$ cat config.mk
export PLATFORM = sky130hd
export DESIGN_NAME = sys_array_feeder_flat
export DESIGN_NICKNAME = d
export VERILOG_FILES = /design/src/rtl/sys_array_pkg.sv /design/src/rtl/sys_array_feeder_if.sv /design/src/rtl/sys_array_skew_line.sv /design/src/rtl/sys_array_feeder.sv /design/src/flat_wrapper.sv
export SDC_FILE = /design/constraint.sdc
export NUM_CORES = 1
export LEC_CHECK = 0
export ABC_CLOCK_PERIOD_IN_PS = 1900
export CORE_ASPECT_RATIO = 0.5
export CORE_MARGIN = 3
export CORE_UTILIZATION = 45
export DETAILED_ROUTE_END_ITERATION = 16
export PLACE_DENSITY = 0.79
export SYNTH_ARGS = -nofsm -noshare
export SYNTH_HDL_FRONTEND = slang
export SYNTH_SLANG_ARGS = --single-unit
$ cat constraint.sdc
create_clock -name clk -period 1.9 [get_ports clk]
set_input_delay 0.19 -clock clk [delete_from_list [all_inputs] [get_ports clk]]
set_output_delay 0.19 -clock clk [all_outputs]
set_load 0.03 [all_outputs]
$ cat src/rtl/sys_array_pkg.sv
// Shared types and sizing helpers for the systolic-array feeder and its cells.
package sys_array_pkg;

    localparam int CELL_DATA_WIDTH = 8;

    typedef enum logic [1:0] {
        IDLE,
        LOAD_W,
        STREAM,
        DRAIN
    } state_t;

    // One counter serves both the weight beat count and the drain countdown.
    function automatic int cnt_width(input int beats, input int drain);
        int m;
        m = (beats > drain) ? beats : drain;
        return (m < 1) ? 1 : $clog2(m + 1);
    endfunction

endpackage

$ cat src/rtl/sys_array_feeder_if.sv
// Handshake and array-side bus of the systolic-array feeder.
interface sys_array_feeder_if #(
    parameter int DATA_WIDTH = 8,
    parameter int ARRAY_H    = 4,
    parameter int ARRAY_W    = 4
);
    logic                          w_valid;
    logic                          w_ready;
    logic [ARRAY_W*DATA_WIDTH-1:0] w_data;
    logic                          in_valid;
    logic                          in_ready;
    logic [ARRAY_H*DATA_WIDTH-1:0] in_data;
    logic                          in_last;
    logic                          weight_load;
    logic [ARRAY_W*DATA_WIDTH-1:0] weight_data;
    logic [ARRAY_H*DATA_WIDTH-1:0] array_in;
    logic [ARRAY_H-1:0]            array_in_valid;
    logic                          busy;
    logic                          done;

    modport slave (
        input  w_valid, w_data, in_valid, in_data, in_last,
        output w_ready, in_ready, weight_load, weight_data,
               array_in, array_in_valid, busy, done
    );

    modport master (
        output w_valid, w_data, in_valid, in_data, in_last,
        input  w_ready, in_ready, weight_load, weight_data,
               array_in, array_in_valid, busy, done
    );

endinterface

$ cat src/rtl/sys_array_skew_line.sv
// One row's {valid, data} delay chain; DEPTH registers between input and output.
module sys_array_skew_line #(
    parameter int          DATA_WIDTH = 8,
    parameter int unsigned DEPTH      = 1
) (
    input  logic                  clk,
    input  logic                  reset_n,
    input  logic                  in_valid,
    input  logic [DATA_WIDTH-1:0] in_data,
    output logic                  out_valid,
    output logic [DATA_WIDTH-1:0] out_data
);

    logic [DATA_WIDTH:0] stage [DEPTH];

    always_ff @(posedge clk or negedge reset_n) begin
        if (!reset_n) begin
            stage[0] <= '0;
        end else begin
            stage[0] <= {in_valid, in_data};
        end
    end

    for (genvar i = 1; i < DEPTH; i++) begin : g_stage
        always_ff @(posedge clk or negedge reset_n) begin
            if (!reset_n) begin
                stage[i] <= '0;
            end else begin
                stage[i] <= stage[i-1];
            end
        end
    end

    assign {out_valid, out_data} = stage[DEPTH-1];

endmodule

$ cat src/rtl/sys_array_feeder.sv
// Weight-load / skewed-activation feeder for the weight-stationary systolic array.
module sys_array_feeder
    import sys_array_pkg::*;
#(
    parameter int DATA_WIDTH   = CELL_DATA_WIDTH,
    parameter int ARRAY_H      = 4,
    parameter int ARRAY_W      = 4,
    parameter int DRAIN_CYCLES = ARRAY_H - 1 + ARRAY_W
) (
    input  logic               clk,
    input  logic               reset_n,
    sys_array_feeder_if.slave  bus
);

    localparam int CW = cnt_width(ARRAY_H, DRAIN_CYCLES);
    localparam logic [CW-1:0] ONE        = CW'(1);
    localparam logic [CW-1:0] LAST_BEAT  = CW'(ARRAY_H - 1);
    localparam logic [CW-1:0] DRAIN_INIT = CW'(DRAIN_CYCLES);

    state_t          state, state_n;
    logic [CW-1:0]   cnt, cnt_n;
    logic            w_acc, in_acc;
    logic            done_n;

    logic [DATA_WIDTH-1:0] row_d [ARRAY_H];
    logic [DATA_WIDTH-1:0] row_q [ARRAY_H];
    logic [ARRAY_H-1:0]    row_v;

    assign bus.w_ready  = (state == IDLE) || (state == LOAD_W);
    assign bus.in_ready = (state == STREAM);
    assign w_acc        = bus.w_valid  & bus.w_ready;
    assign in_acc       = bus.in_valid & bus.in_ready;

    always_comb begin
        state_n = state;
        cnt_n   = cnt;
        case (state)
            IDLE: begin
                if (w_acc) begin
                    if (LAST_BEAT == '0) begin
                        state_n = STREAM;
                        cnt_n   = '0;
                    end else begin
                        state_n = LOAD_W;
                        cnt_n   = ONE;
                    end
                end
            end
            LOAD_W: begin
                if (w_acc) begin
                    if (cnt == LAST_BEAT) begin
                        state_n = STREAM;
                        cnt_n   = '0;
                    end else begin
                        cnt_n = cnt + ONE;
                    end
                end
            end
            STREAM: begin
                if (in_acc && bus.in_last) begin
                    state_n = DRAIN;
                    cnt_n   = DRAIN_INIT;
                end
            end
            DRAIN: begin
                if (cnt <= ONE) begin
                    state_n = IDLE;
                    cnt_n   = '0;
                end else begin
                    cnt_n = cnt - ONE;
                end
            end
            default: begin
                state_n = IDLE;
                cnt_n   = '0;
            end
        endcase
        // Registered done lines up with the cycle in which the counter holds 1.
        done_n = (state_n == DRAIN) && (cnt_n == ONE);
    end

    always_ff @(posedge clk or negedge reset_n) begin
        if (!reset_n) begin
            state           <= IDLE;
            cnt             <= '0;
            bus.busy        <= 1'b0;
            bus.done        <= 1'b0;
            bus.weight_load <= 1'b0;
            bus.weight_data <= '0;
        end else begin
            state           <= state_n;
            cnt             <= cnt_n;
            bus.busy        <= (state_n != IDLE);
            bus.done        <= done_n;
            bus.weight_load <= w_acc;
            if (w_acc) begin
                bus.weight_data <= bus.w_data;
            end
        end
    end

    // Row r sits behind r+1 registers, producing the diagonal wavefront.
    for (genvar r = 0; r < ARRAY_H; r++) begin : g_row
        assign row_d[r] = in_acc ? bus.in_data[r*DATA_WIDTH +: DATA_WIDTH] : '0;

        sys_array_skew_line #(
            .DATA_WIDTH (DATA_WIDTH),
            .DEPTH      (r + 1)
        ) u_line (
            .clk       (clk),
            .reset_n   (reset_n),
            .in_valid  (in_acc),
            .in_data   (row_d[r]),
            .out_valid (row_v[r]),
            .out_data  (row_q[r])
        );

        assign bus.array_in[r*DATA_WIDTH +: DATA_WIDTH] = row_q[r];
    end

    assign bus.array_in_valid = row_v;

endmodule

$ cat src/flat_wrapper.sv
// flat-port wrapper written by rule: the top's interface ports become plain ports
module sys_array_feeder_flat import sys_array_pkg::*;
#(
    parameter int DATA_WIDTH   = CELL_DATA_WIDTH,
    parameter int ARRAY_H      = 4,
    parameter int ARRAY_W      = 4,
    parameter int DRAIN_CYCLES = ARRAY_H - 1 + ARRAY_W
)
  (clk, reset_n, bus_w_valid, bus_w_data, bus_in_valid, bus_in_data, bus_in_last, bus_w_ready, bus_in_ready, bus_weight_load, bus_weight_data, bus_array_in, bus_array_in_valid, bus_busy, bus_done);
  sys_array_feeder_if #(.DATA_WIDTH(DATA_WIDTH), .ARRAY_H(ARRAY_H), .ARRAY_W(ARRAY_W)) bus_i ();
  input  logic clk;
  input  logic reset_n;
  input wire logic [$bits(bus_i.w_valid)-1:0] bus_w_valid;
  input wire logic [$bits(bus_i.w_data)-1:0] bus_w_data;
  input wire logic [$bits(bus_i.in_valid)-1:0] bus_in_valid;
  input wire logic [$bits(bus_i.in_data)-1:0] bus_in_data;
  input wire logic [$bits(bus_i.in_last)-1:0] bus_in_last;
  output wire logic [$bits(bus_i.w_ready)-1:0] bus_w_ready;
  output wire logic [$bits(bus_i.in_ready)-1:0] bus_in_ready;
  output wire logic [$bits(bus_i.weight_load)-1:0] bus_weight_load;
  output wire logic [$bits(bus_i.weight_data)-1:0] bus_weight_data;
  output wire logic [$bits(bus_i.array_in)-1:0] bus_array_in;
  output wire logic [$bits(bus_i.array_in_valid)-1:0] bus_array_in_valid;
  output wire logic [$bits(bus_i.busy)-1:0] bus_busy;
  output wire logic [$bits(bus_i.done)-1:0] bus_done;
  assign bus_i.w_valid = bus_w_valid;
  assign bus_i.w_data = bus_w_data;
  assign bus_i.in_valid = bus_in_valid;
  assign bus_i.in_data = bus_in_data;
  assign bus_i.in_last = bus_in_last;
  assign bus_w_ready = bus_i.w_ready;
  assign bus_in_ready = bus_i.in_ready;
  assign bus_weight_load = bus_i.weight_load;
  assign bus_weight_data = bus_i.weight_data;
  assign bus_array_in = bus_i.array_in;
  assign bus_array_in_valid = bus_i.array_in_valid;
  assign bus_busy = bus_i.busy;
  assign bus_done = bus_i.done;
  sys_array_feeder #(.DATA_WIDTH(DATA_WIDTH), .ARRAY_H(ARRAY_H), .ARRAY_W(ARRAY_W), .DRAIN_CYCLES(DRAIN_CYCLES)) u_core (.clk(clk), .reset_n(reset_n), .bus(bus_i));
endmodule
==> results of run 1 <==
[logic make-up (layout without fill, tap and decap cells)]
| group | count (synthesis) | in the layout |
|---|---|---|
| flops | 124 | 124 |
| simple gates | 56 | 56 |
| buf+inv | 45 | 187 |
| mux | 32 | 32 |
| compound gates | 14 | 14 |
| fa+ha+maj | 3 | 3 |
[Yosys cell counts (2+ instances only)]
| cell | instances | area share (%) |
|---|---|---|
| sky130_fd_sc_hd__inv_2 | 2 | 0.18 |
| sky130_fd_sc_hd__buf_6 | 2 | 0.53 |
| sky130_fd_sc_hd__nand3_1 | 2 | 0.23 |
| sky130_fd_sc_hd__o21ai_0 | 3 | 0.35 |
| sky130_fd_sc_hd__inv_1 | 3 | 0.26 |
| sky130_fd_sc_hd__nor2_1 | 3 | 0.26 |
| sky130_fd_sc_hd__a21oi_1 | 2 | 0.23 |
| sky130_fd_sc_hd__nor2b_1 | 3 | 0.44 |
| sky130_fd_sc_hd__ha_1 | 3 | 0.88 |
| sky130_fd_sc_hd__and3_1 | 32 | 4.7 |
| sky130_fd_sc_hd__buf_2 | 4 | 0.47 |
| sky130_fd_sc_hd__nand2_1 | 5 | 0.44 |
| sky130_fd_sc_hd__dfrtp_1 | 124 | 73 |
| sky130_fd_sc_hd__clkbuf_1 | 6 | 0.53 |
| sky130_fd_sc_hd__mux2_2 | 32 | 8.4 |
| sky130_fd_sc_hd__buf_4 | 28 | 4.9 |
[power breakdown]
group | leakage, nW | internal [mW] | switching (mW)
clock network | 0.304 | 2.23 | 1.19
logic | 1.06 | 1.58 | 1.86
registers | 1.63 | 3.28 | 0.372
[worst max-delay path, delay by kind of cell, from the launching register on]
family / cells / cell delay (ps)
flops: 1 / 520
simple gates: 1 / 120
buf+inv: 3 / 550
[sequential cells by signal (all words and copies together), names as in the netlist]
signal                         cells
u_core.cnt                         3
u_core.bus.weight_load             1
u_core.g_row.u_line.stage         57
u_core.bus.done                    1
u_core.bus.busy                    1
u_core.g_row.u_line.out_data      24
u_core.state                       2
u_core.g_row.u_line.out_valid      3
u_core.bus.weight_data            32
[worst max path at each step]
stage	from	to	slack [ps]	cells past startpoint
global placement	bus_w_valid	u_core.bus.busy	130	5
detailed placement	bus_w_valid	u_core.bus.busy	70	5
finish	u_core.state[1]	bus_in_ready	120	4
global route	u_core.state[1]	bus_in_ready	50	4
CTS	u_core.state[1]	bus_in_ready	6	4
floorplan	u_core.cnt[0]	u_core.bus.busy	330	5
[cell usage in the layout, fill, tap and decap left out, types with 2 or more instances in the layout]
cell                              count
sky130_fd_sc_hd__clkdlybuf4s50_1    138
sky130_fd_sc_hd__dfrtp_1            123
sky130_fd_sc_hd__and3_1              32
sky130_fd_sc_hd__mux2_2              32
sky130_fd_sc_hd__clkbuf_16           17
sky130_fd_sc_hd__buf_4                7
sky130_fd_sc_hd__nand2_1              5
sky130_fd_sc_hd__inv_6                4
sky130_fd_sc_hd__bufinv_16            4
sky130_fd_sc_hd__inv_1                3
sky130_fd_sc_hd__o21ai_0              3
sky130_fd_sc_hd__ha_1                 3
sky130_fd_sc_hd__clkinv_4             3
sky130_fd_sc_hd__buf_12               3
sky130_fd_sc_hd__inv_2                2
sky130_fd_sc_hd__a21oi_2              2
sky130_fd_sc_hd__nand3_1              2
sky130_fd_sc_hd__nor2_1               2
sky130_fd_sc_hd__nor2b_1              2
sky130_fd_sc_hd__clkinvlp_4           2
[per-stage QoR]
step	std cells	instance area [µm²]	hold slack, ps
after floorplan	274	4274	-105.6
after global placement	500	5654	188.7
after detailed placement	500	5654	201.3
after CTS	533	6300	341.2
after global routing	533	6305	347.7
final	533	6305	327.3
[per-layer routing]
layer,GRT usage [%],vias to the layer above,part of all wire [%]
li1,-,1158,-
met2,30.59,80,55
met1,18.53,1241,37
met3,6.536,26,5.0
met4,7.829,0,2.9
met5,0,-,0
[cell type report]
type / count / area, µm²
clock buffer: 18 / 429.2
clock inverter: 14 / 207.7
fill: 563 / 2674
inverter: 5 / 18.77
multi-input combinational: 105 / 885.9
sequential: 124 / 3104
tap: 117 / 146.4
timing repair buffer: 150 / 1513
[timing repair]
action | in CTS | in global routing
hold buffers | 1 | 0
gates resized for setup | 1 | 2
hold endpoints to repair | 40 | 0
setup endpoints to repair | 1 | 2
cloned | 0 | 0
==> parameters.txt, run 1 <==
Parameter                              Value

Run status
  Outcome    complete, no violations

Pwr
  Reported leakage power    2.990 nW
  Power per standard cell area    ~1700 nW/µm²
  Worst vdd ir    1032 µV
  Total Power    10.52 mW

STA
  Relative slew slack    64.39%
  Minimum clock period    1776 ps
  Period utilization    slightly above 90%
  Setup TNS Final    0 ps
  Worst Clk Skew    6.309 ps
  Transition time of the tightest slew-check pin    534.1 ps
  Unrepaired setup endpoints after global routing    false
  Number of endpoints with negative hold slack in the final report    0
  Maximum clock rate    0.5631 GHz
  Pins Over Slew Limit    0
  Final critical-path setup slack    124.0 ps
  # setup viols final    0

Critical path
  Endpoint type of the worst setup path    output pin
  Register-to-register setup slack    around 150 ps
  Most common cell type on the critical path    sky130_fd_sc_hd__buf_4
  List of cells traversed by the critical path    inv_2, nor2_2, buf_4, buf_4
  Max stage delay cell, worst path    sky130_fd_sc_hd__dfrtp_2
  Critical path start-end classification    reg -> out
  Capturing point of the worst reg2reg path    u_core.bus.done
  Peak fanout along the critical path    20
  Kind of start point of the critical path    flip-flop
  Arr. time, crit path    1590 ps
  Data required time of the critical path    about 1700 ps
  Source of the worst register-to-register timing path    u_core.cnt[1]
  CP max stage delay    520 ps
  Cell count of the worst reg-to-reg path    7

Global route
  Global route overflow    0
  Number of antenna violations at the first check in global routing    0
  Vias in the first global route    between 2000 and 3000
  Maximum number of pins on one net before global-route repair    49
  Wire length of the first global-routing pass    13.82 mm
  Global router's overall resource usage    17.12%

CTS
  TritonCTS Buffers    17
  Clock H-tree levels    4
  Number of buffers added for setup after CTS    0
  Clock tree from TritonCTS    built
  Clock latency on the worst-skew pair    400 ps
  Clock-pin slew on the worst setup and hold paths    60 ps
  Master cell of the clock root buffer    sky130_fd_sc_hd__clkbuf_16
  Max clock buf depth    2
  CTS sink cnt    124

Drt
  Number of iterations in the first detailed-routing pass    4
  Final routed wirelength across all metal layers    8.993 mm
  Number of DRC markers after the initial detailed-route iteration    about 100
  DR vias    2505
  Residual DRC    0
  DR WL/cell    16.87 µm
  Detail-routed via count per cell    ~4.7
  Post-detailed-route count of antenna-violating nets    0

Placement
  Minimum setup slack after placement    71.01 ps
  Final HPWL DP    6.317 mm
  Quantity of I/O buffers inserted on ports    between 100 and 150
  Routability congestion estimate    0.8702

Yosys
  Synthesized-area fraction occupied by ao, oa, aoi and oai cells    between 2 and 3%
  Post-Synth Adder-Cell Area    less than 1%
  Count of flip-flops with a built-in enable after synthesis    0
  Number of distinct library cells after synthesis    36
  Number of warnings printed during yosys synthesis    0
  Combinational family with the most area after synthesis    simple AND/OR/NAND/NOR gates
  Number of nets in the synthesized netlist    346
  Simple-gate share of the synthesized area    8.548%
  Number of synthesized register bits    124
  Fraction of registers with async set or reset after synthesis    100.0%
  Post-synthesis instance area    roughly 4300 µm²
  Commonest register cell after synthesis    sky130_fd_sc_hd__dfrtp_1
  Multiplexer area fraction after synthesis    between 8 and 9%
  Parity-gate share of the synthesized area counting xor and xnor cells    0%
  Gate count of the mapped netlist    274
  Synthesized area divided by synthesized cell count    approximately 16 µm²
  Proportion of synthesized chip area in sequential cells    ~73%

Die
  I/O pin count    142
  Area enclosed by the die boundary    roughly 11000 µm²
  Rows    24
  Overall die height    74.92 µm
  Effective utilization at floorplan    a little under half
  Width of the die    ~140 µm
  Core Box Area    8979 µm²

Finish
  Final antenna diode count    0
  Fraction of final layout cells sized beyond drive strength 1    21.15%
  Final design utilization    a little over two thirds
  Layout overhead on the synthesized area    47.51%
  Final layout net count    475

Min path
  Worst hold-check path type    in -> async

Run
  Reported max-cap violation count    0
No activity file was read; power rests on OpenSTA's default activity.
==> run 2, diff against run 1 <==
MAX_ROUTING_LAYER = met4   (was unset)
==> parameters.txt, run 2 (same netlist as run 1, synthesis figures left out) <==
Parameter                              Value

Run status
  Outcome    complete, no violations

STA
  Period utilization    between 90% and 100%
  Final critical-path setup slack    133.2 ps
  Unrepaired setup endpoints after global routing    false
  Maximum clock rate    0.5660 GHz
  Number of endpoints with negative hold slack in the final report    0
  Transition time of the tightest slew-check pin    532.4 ps
  # setup viols final    0
  Minimum clock period    1767 ps
  Worst Clk Skew    5.453 ps
  Relative slew slack    between 60 and 70%
  Setup TNS Final    0 ps
  Pins Over Slew Limit    0

Global route
  Wire length of the first global-routing pass    about 14 mm
  Maximum number of pins on one net before global-route repair    49
  Global route overflow    0
  Vias in the first global route    2760
  Global router's overall resource usage    17.63%
  Number of antenna violations at the first check in global routing    0

Finish
  Multi-input combinational cell area    885.9 µm²
  Most frequent standard cell in the layout excluding fill and tap cells    sky130_fd_sc_hd__clkdlybuf4s50_1
  Fraction of final layout cells sized beyond drive strength 1    21.15%
  # fillers    roughly 560
  FF/Latch Area    3104 µm²
  Layout overhead on the synthesized area    47.51%
  Final antenna diode count    0
  Register with the most flip-flops    u_core.g_row.u_line.stage
  Final layout net count    475
  Most frequent cells in the layout    138 x sky130_fd_sc_hd__clkdlybuf4s50_1, 123 x sky130_fd_sc_hd__dfrtp_1, 32 x sky130_fd_sc_hd__and3_1, 32 x sky130_fd_sc_hd__mux2_2, 17 x sky130_fd_sc_hd__clkbuf_16
  Number of flip-flops in the largest register    57
  Final design utilization    70.22%

CTS
  Clock H-tree levels    4
  Max clock buf depth    2
  Clock tree from TritonCTS    built
  Clock latency on the worst-skew pair    400 ps
  Clock-pin slew on the worst setup and hold paths    60 ps
  Master cell of the clock root buffer    sky130_fd_sc_hd__clkbuf_16
  CTS sink cnt    124
  TritonCTS Buffers    17
  Number of buffers added for setup after CTS    0

Drt
  DR WL/cell    16.89 µm
  Post-detailed-route count of antenna-violating nets    0
  Detail-routed via count per cell    4.674
  Number of iterations in the first detailed-routing pass    4
  Residual DRC    0
  DR vias    2491
  Number of DRC markers after the initial detailed-route iteration    87
  Final routed wirelength across all metal layers    between 9 and 10 mm

Critical path
  Data required time of the critical path    1710 ps
  Endpoint type of the worst setup path    output pin
  Arr. time, crit path    about 1600 ps
  Peak fanout along the critical path    20
  Kind of start point of the critical path    flip-flop
  Critical path start-end classification    reg -> out

Placement
  Minimum setup slack after placement    71.01 ps
  Quantity of I/O buffers inserted on ports    141
  Routability congestion estimate    0.8845
  Final HPWL DP    6.317 mm

Die
  Rows    24
  Overall die height    between 70 and 80 µm
  Core Box Area    between 8000 and 9000 µm²
  Area enclosed by the die boundary    approximately 11000 µm²
  I/O pin count    142
  Width of the die    ~140 µm
  Effective utilization at floorplan    47.60%

Pwr
  Reported leakage power    2.990 nW
  Worst vdd ir    1026 µV
  Total Power    10.52 mW
  Power per standard cell area    1668 nW/µm²

Run
  Reported max-cap violation count    0

Min path
  Worst hold-check path type    in -> async
## run 2: path summary, 6_finish.rpt
check / startpoint / end / slack, ps / cells after the start
max in group asynchronous: reset_n / u_core.g_row[3].u_line.stage[25] / 950 / 3
max: u_core.state[1] / bus_in_ready / 130 / 4
max reg2reg: u_core.cnt[0] / u_core.bus.done / 140 / 7
min in group clk: u_core.g_row[1].u_line.stage[15] / u_core.g_row[1].u_line.out_data[6] / 340 / 0
min: reset_n / u_core.g_row[2].u_line.stage[21] / 330 / 2
min reg2reg: u_core.g_row[1].u_line.stage[15] / u_core.g_row[1].u_line.out_data[6] / 340 / 0
## run 2: area by class of cell
class | count | share of cell area (%)
clock inverters | 14 | 3.294
multi-input cells | 105 | 14.05
clock buffers | 18 | 6.807
repair buffers | 150 | 23.99
well taps | 117 | 2.322
flip-flops and latches | 124 | 49.24
inverters | 5 | 0.2977
## run 2: critical path: stages (launching register included)
cell and delay [ps]:
sky130_fd_sc_hd__dfrtp_2 510, sky130_fd_sc_hd__inv_2 110, sky130_fd_sc_hd__nor2_2 120, sky130_fd_sc_hd__buf_4 240
sky130_fd_sc_hd__buf_4 200
## run 2: stage by stage
step / instance area (µm²) / std cells / hold slack (ps)
2_1_floorplan: 4274 / 274 / -105.6
3_3_place_gp: 5654 / 500 / 188.7
3_5_place_dp: 5654 / 500 / 201.3
4_1_cts: 6300 / 533 / 341.2
5_1_grt: 6305 / 533 / 347.9
6_report: 6305 / 533 / 328.8
## run 2: report_power, final
group	internal [mW]	switching, mW
logic	1.59	1.86
registers	3.28	0.371
clock network	2.23	1.19
total	7.10	3.42
## run 2: per-layer routing
metal  routed length (µm)  vias up  share of wire (%)  global-route usage (%)
met5                    0        -                  0                       -
met4                  204        0                2.3                   7.829
met3                  344       17                3.8                   5.584
met2                 4983       75                 55                   30.48
met1                 3471     1242                 39                   19.08
li1                     -     1157                  -                       -
## run 2: timing repair
action | CTS | global route
endpoints found under the setup margin | 1 | 2
resized for setup | 1 | 2
cloned | 0 | 0
pin swaps | 0 | 0
endpoints found under the hold margin | 40 | 0
hold buffers | 1 | 0
